--- src/rtl/prefetch_stream_buffer_pkg.sv ---
// Shared types and default geometry for the prefetch stream buffer and its burst reader.
package pf_pkg;

    localparam int PF_LINE_ADDR_W    = 27;
    localparam int PF_WORD_W         = 32;
    localparam int PF_LINE_WORDS     = 8;
    localparam int PF_DEPTH          = 4;
    localparam int PF_PAGE_LINE_BITS = 7;

    localparam int LINE_OFF_W = $clog2(PF_LINE_WORDS * PF_WORD_W / 8);
    localparam int PTR_W      = $clog2(PF_DEPTH);

    typedef enum logic [1:0] {
        S_IDLE = 2'd0,
        S_ADDR = 2'd1,
        S_READ = 2'd2
    } pf_state_e;

    typedef logic [PF_LINE_WORDS-1:0][PF_WORD_W-1:0] pf_line_t;

    typedef struct packed {
        logic                      valid;
        logic [PF_LINE_ADDR_W-1:0] line_addr;
        pf_line_t                  data;
    } pf_slot_t;

endpackage

--- src/rtl/prefetch_stream_buffer_burst_reader.sv ---
// One AXI read burst per line: address phase, beat collection into staging, and a commit/drop pulse.
module pf_burst_reader
    import pf_pkg::*;
#(
    parameter  int LINE_ADDR_W = PF_LINE_ADDR_W,
    parameter  int WORD_W      = PF_WORD_W,
    parameter  int LINE_WORDS  = PF_LINE_WORDS,
    localparam int OFF_W       = $clog2(LINE_WORDS * WORD_W / 8),
    localparam int CNT_W       = $clog2(LINE_WORDS)
) (
    input  logic                         clock,
    input  logic                         reset,
    input  logic                         start_i,
    input  logic [LINE_ADDR_W-1:0]       start_line_addr_i,
    input  logic                         kill_i,
    output logic [LINE_ADDR_W+OFF_W-1:0] axi_araddr_o,
    output logic                         axi_arvalid_o,
    input  logic                         axi_arready_i,
    input  logic [WORD_W-1:0]            axi_rdata_i,
    input  logic                         axi_rvalid_i,
    input  logic                         axi_rlast_i,
    output logic                         axi_rready_o,
    output logic                         line_done_o,
    output logic                         line_discard_o,
    output logic [LINE_WORDS*WORD_W-1:0] line_data_o,
    output pf_state_e                    state_o
);

    pf_state_e                         state_r;
    logic [LINE_ADDR_W+OFF_W-1:0]      araddr_r;
    logic                              arvalid_r;
    logic                              rready_r;
    logic                              discard_r;
    logic [CNT_W-1:0]                  cnt_r;
    logic [LINE_WORDS-1:0][WORD_W-1:0] staging_r;
    logic [LINE_WORDS-1:0][WORD_W-1:0] line_data_s;
    logic                              beat_s;
    logic                              last_s;

    assign beat_s = (state_r == S_READ) && axi_rvalid_i;
    assign last_s = beat_s && axi_rlast_i;

    // Final beat is merged straight in so the line commits on the rlast edge.
    always_comb begin
        line_data_s        = staging_r;
        line_data_s[cnt_r] = axi_rdata_i;
    end

    // Burst sequencing; a kill never retracts arvalid, it only marks the line for dropping.
    always_ff @(posedge clock) begin
        if (reset) begin
            state_r   <= S_IDLE;
            araddr_r  <= '0;
            arvalid_r <= 1'b0;
            rready_r  <= 1'b0;
            discard_r <= 1'b0;
            cnt_r     <= '0;
        end else begin
            case (state_r)
                S_IDLE: begin
                    if (start_i) begin
                        araddr_r  <= {start_line_addr_i, {OFF_W{1'b0}}};
                        arvalid_r <= 1'b1;
                        discard_r <= 1'b0;
                        state_r   <= S_ADDR;
                    end
                end
                S_ADDR: begin
                    if (kill_i) begin
                        discard_r <= 1'b1;
                    end
                    if (axi_arready_i) begin
                        arvalid_r <= 1'b0;
                        rready_r  <= 1'b1;
                        cnt_r     <= '0;
                        state_r   <= S_READ;
                    end
                end
                S_READ: begin
                    if (kill_i) begin
                        discard_r <= 1'b1;
                    end
                    if (beat_s) begin
                        cnt_r <= cnt_r + CNT_W'(1);
                    end
                    if (last_s) begin
                        rready_r  <= 1'b0;
                        discard_r <= 1'b0;
                        state_r   <= S_IDLE;
                    end
                end
                default: begin
                    arvalid_r <= 1'b0;
                    rready_r  <= 1'b0;
                    state_r   <= S_IDLE;
                end
            endcase
        end
    end

    // Staging words carry no reset; only committed lines are ever observed.
    always_ff @(posedge clock) begin
        if (beat_s) begin
            staging_r[cnt_r] <= axi_rdata_i;
        end
    end

    assign axi_araddr_o   = araddr_r;
    assign axi_arvalid_o  = arvalid_r;
    assign axi_rready_o   = rready_r;
    assign line_done_o    = last_s && !discard_r && !kill_i;
    assign line_discard_o = last_s && (discard_r || kill_i);
    assign line_data_o    = line_data_s;
    assign state_o        = state_r;

endmodule

--- src/rtl/prefetch_stream_buffer.sv ---
// DEPTH-slot circular stream buffer that runs ahead of the I-cache after a miss, stopping at page ends.
module prefetch_stream_buffer
    import pf_pkg::*;
#(
    parameter  int LINE_ADDR_W    = PF_LINE_ADDR_W,
    parameter  int WORD_W         = PF_WORD_W,
    parameter  int LINE_WORDS     = PF_LINE_WORDS,
    parameter  int DEPTH          = PF_DEPTH,
    parameter  int PAGE_LINE_BITS = PF_PAGE_LINE_BITS,
    localparam int OFF_W          = $clog2(LINE_WORDS * WORD_W / 8),
    localparam int PW             = $clog2(DEPTH),
    localparam int LINE_W         = LINE_WORDS * WORD_W
) (
    input  logic                         clock,
    input  logic                         reset,
    input  logic                         miss_valid_i,
    input  logic [LINE_ADDR_W-1:0]       miss_line_addr_i,
    input  logic                         flush_i,
    input  logic [LINE_ADDR_W-1:0]       lookup_line_addr_i,
    output logic                         hit_o,
    output logic [LINE_W-1:0]            hit_data_o,
    input  logic                         consume_i,
    output logic                         busy_o,
    output logic [PW:0]                  count_o,
    output logic [LINE_ADDR_W+OFF_W-1:0] axi_araddr_o,
    output logic [7:0]                   axi_arlen_o,
    output logic                         axi_arvalid_o,
    input  logic                         axi_arready_i,
    input  logic [WORD_W-1:0]            axi_rdata_i,
    input  logic                         axi_rvalid_i,
    input  logic                         axi_rlast_i,
    output logic                         axi_rready_o
);

    localparam logic [PW:0]          DEPTH_C   = (PW + 1)'(DEPTH);
    localparam logic [LINE_ADDR_W-1:0] PAGE_MASK = LINE_ADDR_W'((64'd1 << PAGE_LINE_BITS) - 64'd1);

    logic [DEPTH-1:0]       slot_valid_r;
    logic [LINE_ADDR_W-1:0] slot_addr_r [DEPTH];
    logic [LINE_W-1:0]      slot_data_r [DEPTH];
    logic [PW-1:0]          head_r;
    logic [PW-1:0]          tail_r;
    logic [PW:0]            count_r;
    logic [LINE_ADDR_W-1:0] next_fetch_r;
    logic                   stream_active_r;

    logic                   kill_s;
    logic                   consume_s;
    logic                   hit_s;
    logic [PW-1:0]          hit_idx_s;
    logic [LINE_W-1:0]      hit_data_s;
    logic [PW-1:0]          k_off_s;
    logic [DEPTH-1:0]       drop_s;
    logic [PW:0]            dropped_s;
    logic [PW:0]            count_next_s;
    logic                   page_end_s;
    logic                   start_s;
    logic [LINE_ADDR_W-1:0] start_addr_s;
    logic                   line_done_s;
    logic                   line_discard_s;
    logic [LINE_W-1:0]      line_data_s;
    pf_state_e              reader_state_s;

    function automatic logic [PW-1:0] ring_off(input logic [PW-1:0] idx, input logic [PW-1:0] base);
        return idx - base;
    endfunction

    assign kill_s    = miss_valid_i || flush_i;
    assign consume_s = consume_i && hit_s && !kill_s;

    // Fully associative probe; sequential fill leaves at most one matching slot.
    always_comb begin
        hit_s      = 1'b0;
        hit_idx_s  = '0;
        hit_data_s = '0;
        for (int i = 0; i < DEPTH; i++) begin
            hit_s      = hit_s | (slot_valid_r[i] && (slot_addr_r[i] == lookup_line_addr_i));
            hit_idx_s  = hit_idx_s | ({PW{slot_valid_r[i] && (slot_addr_r[i] == lookup_line_addr_i)}} & PW'(i));
            hit_data_s = hit_data_s | ({LINE_W{slot_valid_r[i] && (slot_addr_r[i] == lookup_line_addr_i)}} & slot_data_r[i]);
        end
    end

    // Consuming slot k retires every slot from head up to and including k.
    always_comb begin
        k_off_s = ring_off(hit_idx_s, head_r);
        drop_s  = '0;
        for (int i = 0; i < DEPTH; i++) begin
            drop_s[i] = ring_off(PW'(i), head_r) <= k_off_s;
        end
        dropped_s    = {1'b0, k_off_s} + (PW + 1)'(1);
        count_next_s = count_r + (PW + 1)'(line_done_s) - (consume_s ? dropped_s : (PW + 1)'(0));
        page_end_s   = (PAGE_LINE_BITS != 0) && ((next_fetch_r & PAGE_MASK) == PAGE_MASK);
        start_s      = miss_valid_i || (stream_active_r && !flush_i && (count_r < DEPTH_C));
        start_addr_s = miss_valid_i ? (miss_line_addr_i + LINE_ADDR_W'(1)) : next_fetch_r;
    end

    // Ring pointers, occupancy and stream pointer; a miss or flush overrides consume and commit.
    always_ff @(posedge clock) begin
        if (reset) begin
            slot_valid_r    <= '0;
            head_r          <= '0;
            tail_r          <= '0;
            count_r         <= '0;
            next_fetch_r    <= '0;
            stream_active_r <= 1'b0;
        end else if (kill_s) begin
            slot_valid_r    <= '0;
            head_r          <= '0;
            tail_r          <= '0;
            count_r         <= '0;
            stream_active_r <= miss_valid_i;
            if (miss_valid_i) begin
                next_fetch_r <= miss_line_addr_i + LINE_ADDR_W'(1);
            end
        end else begin
            slot_valid_r <= (slot_valid_r & ~(consume_s ? drop_s : DEPTH'(0)))
                          | (line_done_s ? (DEPTH'(1) << tail_r) : DEPTH'(0));
            count_r      <= count_next_s;
            if (consume_s) begin
                head_r <= hit_idx_s + PW'(1);
            end
            if (line_done_s) begin
                tail_r       <= tail_r + PW'(1);
                next_fetch_r <= next_fetch_r + LINE_ADDR_W'(1);
                if (page_end_s) begin
                    stream_active_r <= 1'b0;
                end
            end
        end
    end

    // The in-flight line is always next_fetch, because any restart discards it.
    always_ff @(posedge clock) begin
        if (line_done_s && !line_discard_s) begin
            slot_addr_r[tail_r] <= next_fetch_r;
            slot_data_r[tail_r] <= line_data_s;
        end
    end

    pf_burst_reader #(
        .LINE_ADDR_W (LINE_ADDR_W),
        .WORD_W      (WORD_W),
        .LINE_WORDS  (LINE_WORDS)
    ) u_reader (
        .clock             (clock),
        .reset             (reset),
        .start_i           (start_s),
        .start_line_addr_i (start_addr_s),
        .kill_i            (kill_s),
        .axi_araddr_o      (axi_araddr_o),
        .axi_arvalid_o     (axi_arvalid_o),
        .axi_arready_i     (axi_arready_i),
        .axi_rdata_i       (axi_rdata_i),
        .axi_rvalid_i      (axi_rvalid_i),
        .axi_rlast_i       (axi_rlast_i),
        .axi_rready_o      (axi_rready_o),
        .line_done_o       (line_done_s),
        .line_discard_o    (line_discard_s),
        .line_data_o       (line_data_s),
        .state_o           (reader_state_s)
    );

    assign hit_o       = hit_s;
    assign hit_data_o  = hit_data_s;
    assign busy_o      = reader_state_s != S_IDLE;
    assign count_o     = count_r;
    assign axi_arlen_o = 8'(LINE_WORDS - 1);

endmodule

--- config.mk ---
export PLATFORM = sky130hd
export DESIGN_NAME = prefetch_stream_buffer
export DESIGN_NICKNAME = d
export VERILOG_FILES = /design/src/rtl/prefetch_stream_buffer_pkg.sv /design/src/rtl/prefetch_stream_buffer_burst_reader.sv /design/src/rtl/prefetch_stream_buffer.sv
export SDC_FILE = /design/constraint.sdc
export NUM_CORES = 2
export LEC_CHECK = 0
export CAP_MARGIN = 20
export CORE_MARGIN = 2
export CORE_UTILIZATION = 53
export CTS_CLUSTER_DIAMETER = 100
export DETAILED_ROUTE_END_ITERATION = 7
export PLACE_DENSITY_LB_ADDON = 0.05
export SYNTH_ARGS = -nofsm -noshare
export SYNTH_HDL_FRONTEND = slang
export SYNTH_SLANG_ARGS = --single-unit
--- constraint.sdc ---
create_clock -name clock -period 9.45 [get_ports clock]
set_input_delay 0.945 -clock clock [delete_from_list [all_inputs] [get_ports clock]]
set_output_delay 0.945 -clock clock [all_outputs]
set_load 0.005 [all_outputs]
==> results.yml <==
global_routing:
  antenna_violations_before_repair: 7
  grt_use_met1_pct: 37.1
  wire_length_of_the_first_global_routing_pass_um: 211000
  grt.overflow.total: 0
  globalRouteMet2Util_pct: 42.6
  number_of_global_route_vias_before_repair: 31576
  gr-usage-all-layers_pct: 26.6
  peak_usage_layer_in_the_global_routing_report: "met2"
  grt.met3_usage_pct: 5.48
  grt_max_degree: 149
run:
  drv.max_cap_violation_count: 0
timing:
  post-route-worst-setup-slack_ps: 3000
  final.min_clock_period_ps: 6450
  layout_worst_path_cycle_share_pct: 68.2
  timing.fmax_ghz: 0.155
  timing.final.hold_violations: 0
  max_slew.worst_pin.slew_ps: 1110
  setup_repair_after_global_routing_missed_its_margin: "no"
  finalSetupViolCount: 0
  finalSetupTns_ps: 0
  maxSlewViolCount: 0
  fin_skew_ps: 21.5
  timing.max_slew.rel_slack_pct: 26.1
route:
  drc: 0
  wl_um: 146000
  ant_nets: 0
  num_vias: 31792
  detail_route.wl_per_cell_um: 27.8
  drt_iter0_drc: 2612
  detail_route.first_pass.iterations: 6
  route.detailed.vias_per_inst: 6.04
synth:
  yosysWarningCount: 0
  synth_sequential_area_ratio_pct: 76.7
  synth_seq_cells: 1462
  syn_area_per_cell_sq_um: 16.7
  syn_inst: 3365
  synth_enable_flop_cells: 1388
  area_of_the_mapped_netlist_sq_um: 56300
  synthArstFlopShare_pct: 0
  dominantRegCellSynth: "edfxtp_1"
  yosys.cell_types.count: 55
final_layout:
  regArea_sq_um: 43200
  multi_input_area_sq_um: 12200
  fillCellCount: 7487
  fin_util_pct: 62.9
  layout.nets: 3873
  fin_cells: 5263
  layout.cell_area.non_filler_sq_um: 66200
  drive_gt1_share_pct: 13.2
  area_delta_synth_final_pct: 17.6
clock_tree:
  cts.repair.resized: 0
  clock_insertion_delay_worst_skew_ps: 740
  post-cts-setup-buffers: 0
  cts_max_level: 4
  cts-hold-fix-buffers: 0
  clock-sinks: 1462
  tritoncts: "done"
  clk_pin_slew_worst_paths_ps: 60
  cts_inserted_buffers: 149
  clk_path_buf_depth: 3
  cts_root_buf: "clkbuf_16"
floorplanning:
  ioPinCount: 397
  die_ar_sq_um: 109000
  floorplan.initialDensity_pct: 53.4
  core_sq_um: 105000
  die_boundary_width_um: 330
  core.rowCount: 119
  dieHeight_um: 330
worst_setup_path:
  cp_data_arrival_time_ps: 5500
  cpPeakStageDelay_ps: 910
  timing.critical_path.required_ps: 8510
  worstPathCellList: "clkdlybuf4s50_1 -> xor2_1 -> nor4_1 -> nand4_1 -> nor4_4 -> buf_4 -> buf_4 -> a22oi_1 -> nand2_1 -> clkdlybuf4s50_1"
  timing.setup.critical_path_class: "in2out"
  cp.buffers_inverters: 4
  cpMaxStageDelayCell: "buf_4"
  cpLargestDelayFamily: "buffers and inverters"
  path_max_fanout: 71
  critPathLaunchType: "input pin"
  critical_path_capture_point_type: "output pin"
placement:
  dp_cells: 4997
  post-place-ws_ps: 2930
  placed_area_sq_um: 61400
  port_buffers: 383
  gp_congestion: 0.895
  dpl.hpwl_um: 84900
status:
  run_status: "complete, no violations"
power_and_ir_drop:
  powerDensity_nw_per_um2: 202
  static-leakage-power_nw: 21.8
  ir_worst_vdd_uv: 171
min_path:
  holdCritPathClass: "reg2reg"
## state kept, by name (all words and copies together), names as in the netlist
name / count
u_reader.state_o: 2
u_reader.discard_r: 1
next_fetch_r: 27
u_reader.axi_arvalid_o: 1
u_reader.axi_rready_o: 1
count_o: 3
slot_addr_r: 108
slot_data_r: 1024
slot_valid_r: 4
u_reader.staging_r: 256
u_reader.axi_araddr_o: 27
stream_active_r: 1
tail_r: 2
head_r: 2
u_reader.cnt_r: 3
## synthesized netlist by cell type, drive strengths merged, types with 7 or more instances
master	instances	area (sq um)
nor3	15	80.1
xnor2	66	578
nand4	28	175
a211oi	30	225
buf	131	717
nand4b	7	61.3
ha	20	250
clkbuf	57	214
edfxtp	1388	41700
and3	7	43.8
nand3	30	155
nor4b	8	76.3
xor2	101	885
inv	24	90.1
o21ai	11	55.1
nand2	331	1240
mux2	256	2880
a21oi	60	300
nor2	97	364
nor4	44	327
and2	7	43.8
dfxtp	74	1480
a22oi	513	3850
## cell usage in the layout, fill, tap and decap left out, drive strengths merged, types with 3 or more instances in the layout
cell type	instances
a211oi	30
a21oi	60
a22oi	513
a31oi	6
and2	7
and3	7
and4	6
buf	38
bufinv	14
clkbuf	187
clkdlybuf4s50	381
clkinv	57
conb	13
dfxtp	74
edfxtp	1388
ha	20
inv	27
mux2	256
mux2i	4
nand2	331
nand3	30
nand3b	4
nand4	28
nand4b	7
nor2	97
nor3	15
nor3b	6
nor4	44
nor4b	8
o211ai	4
o21ai	11
o31ai	3
or3	4
or4	3
xnor2	66
xor2	101
## metrics by stage
stage / hold slack, ps / power, W
2_1_floorplan: 448 / 0.00754
3_3_place_gp: 449 / 0.00774
3_5_place_dp: 450 / 0.00776
4_1_cts: 459 / 0.0134
5_1_grt: 475 / 0.0137
6_report: 458 / 0.0133
## path summary, 6_finish.rpt
| path | startpoint | cells past startpoint | slack, ps | to |
|---|---|---|---|---|
| worst max register to register | slot_addr_r[1][10] | 17 | 4120 | count_o[2] |
| worst min-delay path | u_reader.axi_araddr_o[5] | 2 | 460 | u_reader.axi_araddr_o[5] |
| worst min register to register | u_reader.axi_araddr_o[5] | 2 | 460 | u_reader.axi_araddr_o[5] |
| worst max-delay path | lookup_line_addr_i[15] | 10 | 3000 | hit_data_o[118] |
## worst register-to-register path, cell delays in order, from the launching register on
cell and delay, ps:
edfxtp_1 390, xor2_1 180, nor4_1 350, nand4_1 240, nor4_4 340, buf_4 710, nor2_1 330, ha_1 360
or3_1 410, and2_0 230, xor2_1 170, ha_1 300, nand2_1 50, ha_1 290, fa_1 380, xnor2_1 230
nand3_1 110, nor3b_1 150
## where the power goes
group / total, W / leakage [nW] / internal, W / switching (W)
sequential: 0.00720 / 13.1 / 0.00715 / 0.0000575
combinational: 0.000426 / 6.37 / 0.000157 / 0.000268
clock: 0.00572 / 2.32 / 0.00338 / 0.00234
## cells by family after synthesis
logic type               after synthesis  synth area share, %
flip-flops                          1462                 76.7
AO/OA/AOI/OAI                        639                 8.22
AND/OR/NAND/NOR                      602                 4.94
multiplexers                         260                 5.20
buffers and inverters                212                 1.82
XOR/XNOR                             167                 2.60
adder cells (fa/ha/maj)               21                0.480
other                                  2               0.0134
## routing by layer
layer | vias to the layer above | share of wire [%]
met2 | 1113 | 49
met5 | - | 0.0068
met1 | 16451 | 43
met3 | 192 | 6.6
li1 | 14034 | -
met4 | 2 | 2.3
## layout make-up
cell class,instances,share of cell area (%)
diodes,2,0.00756
clock buffers,187,6.07
clock inverters,76,1.09
inverters,24,0.182
multi-input cells,1702,18.4
flip-flops and latches,1462,65.2
well taps,1391,2.63
repair buffers,419,6.42
Note: power is estimated with default switching activity, not from simulation.
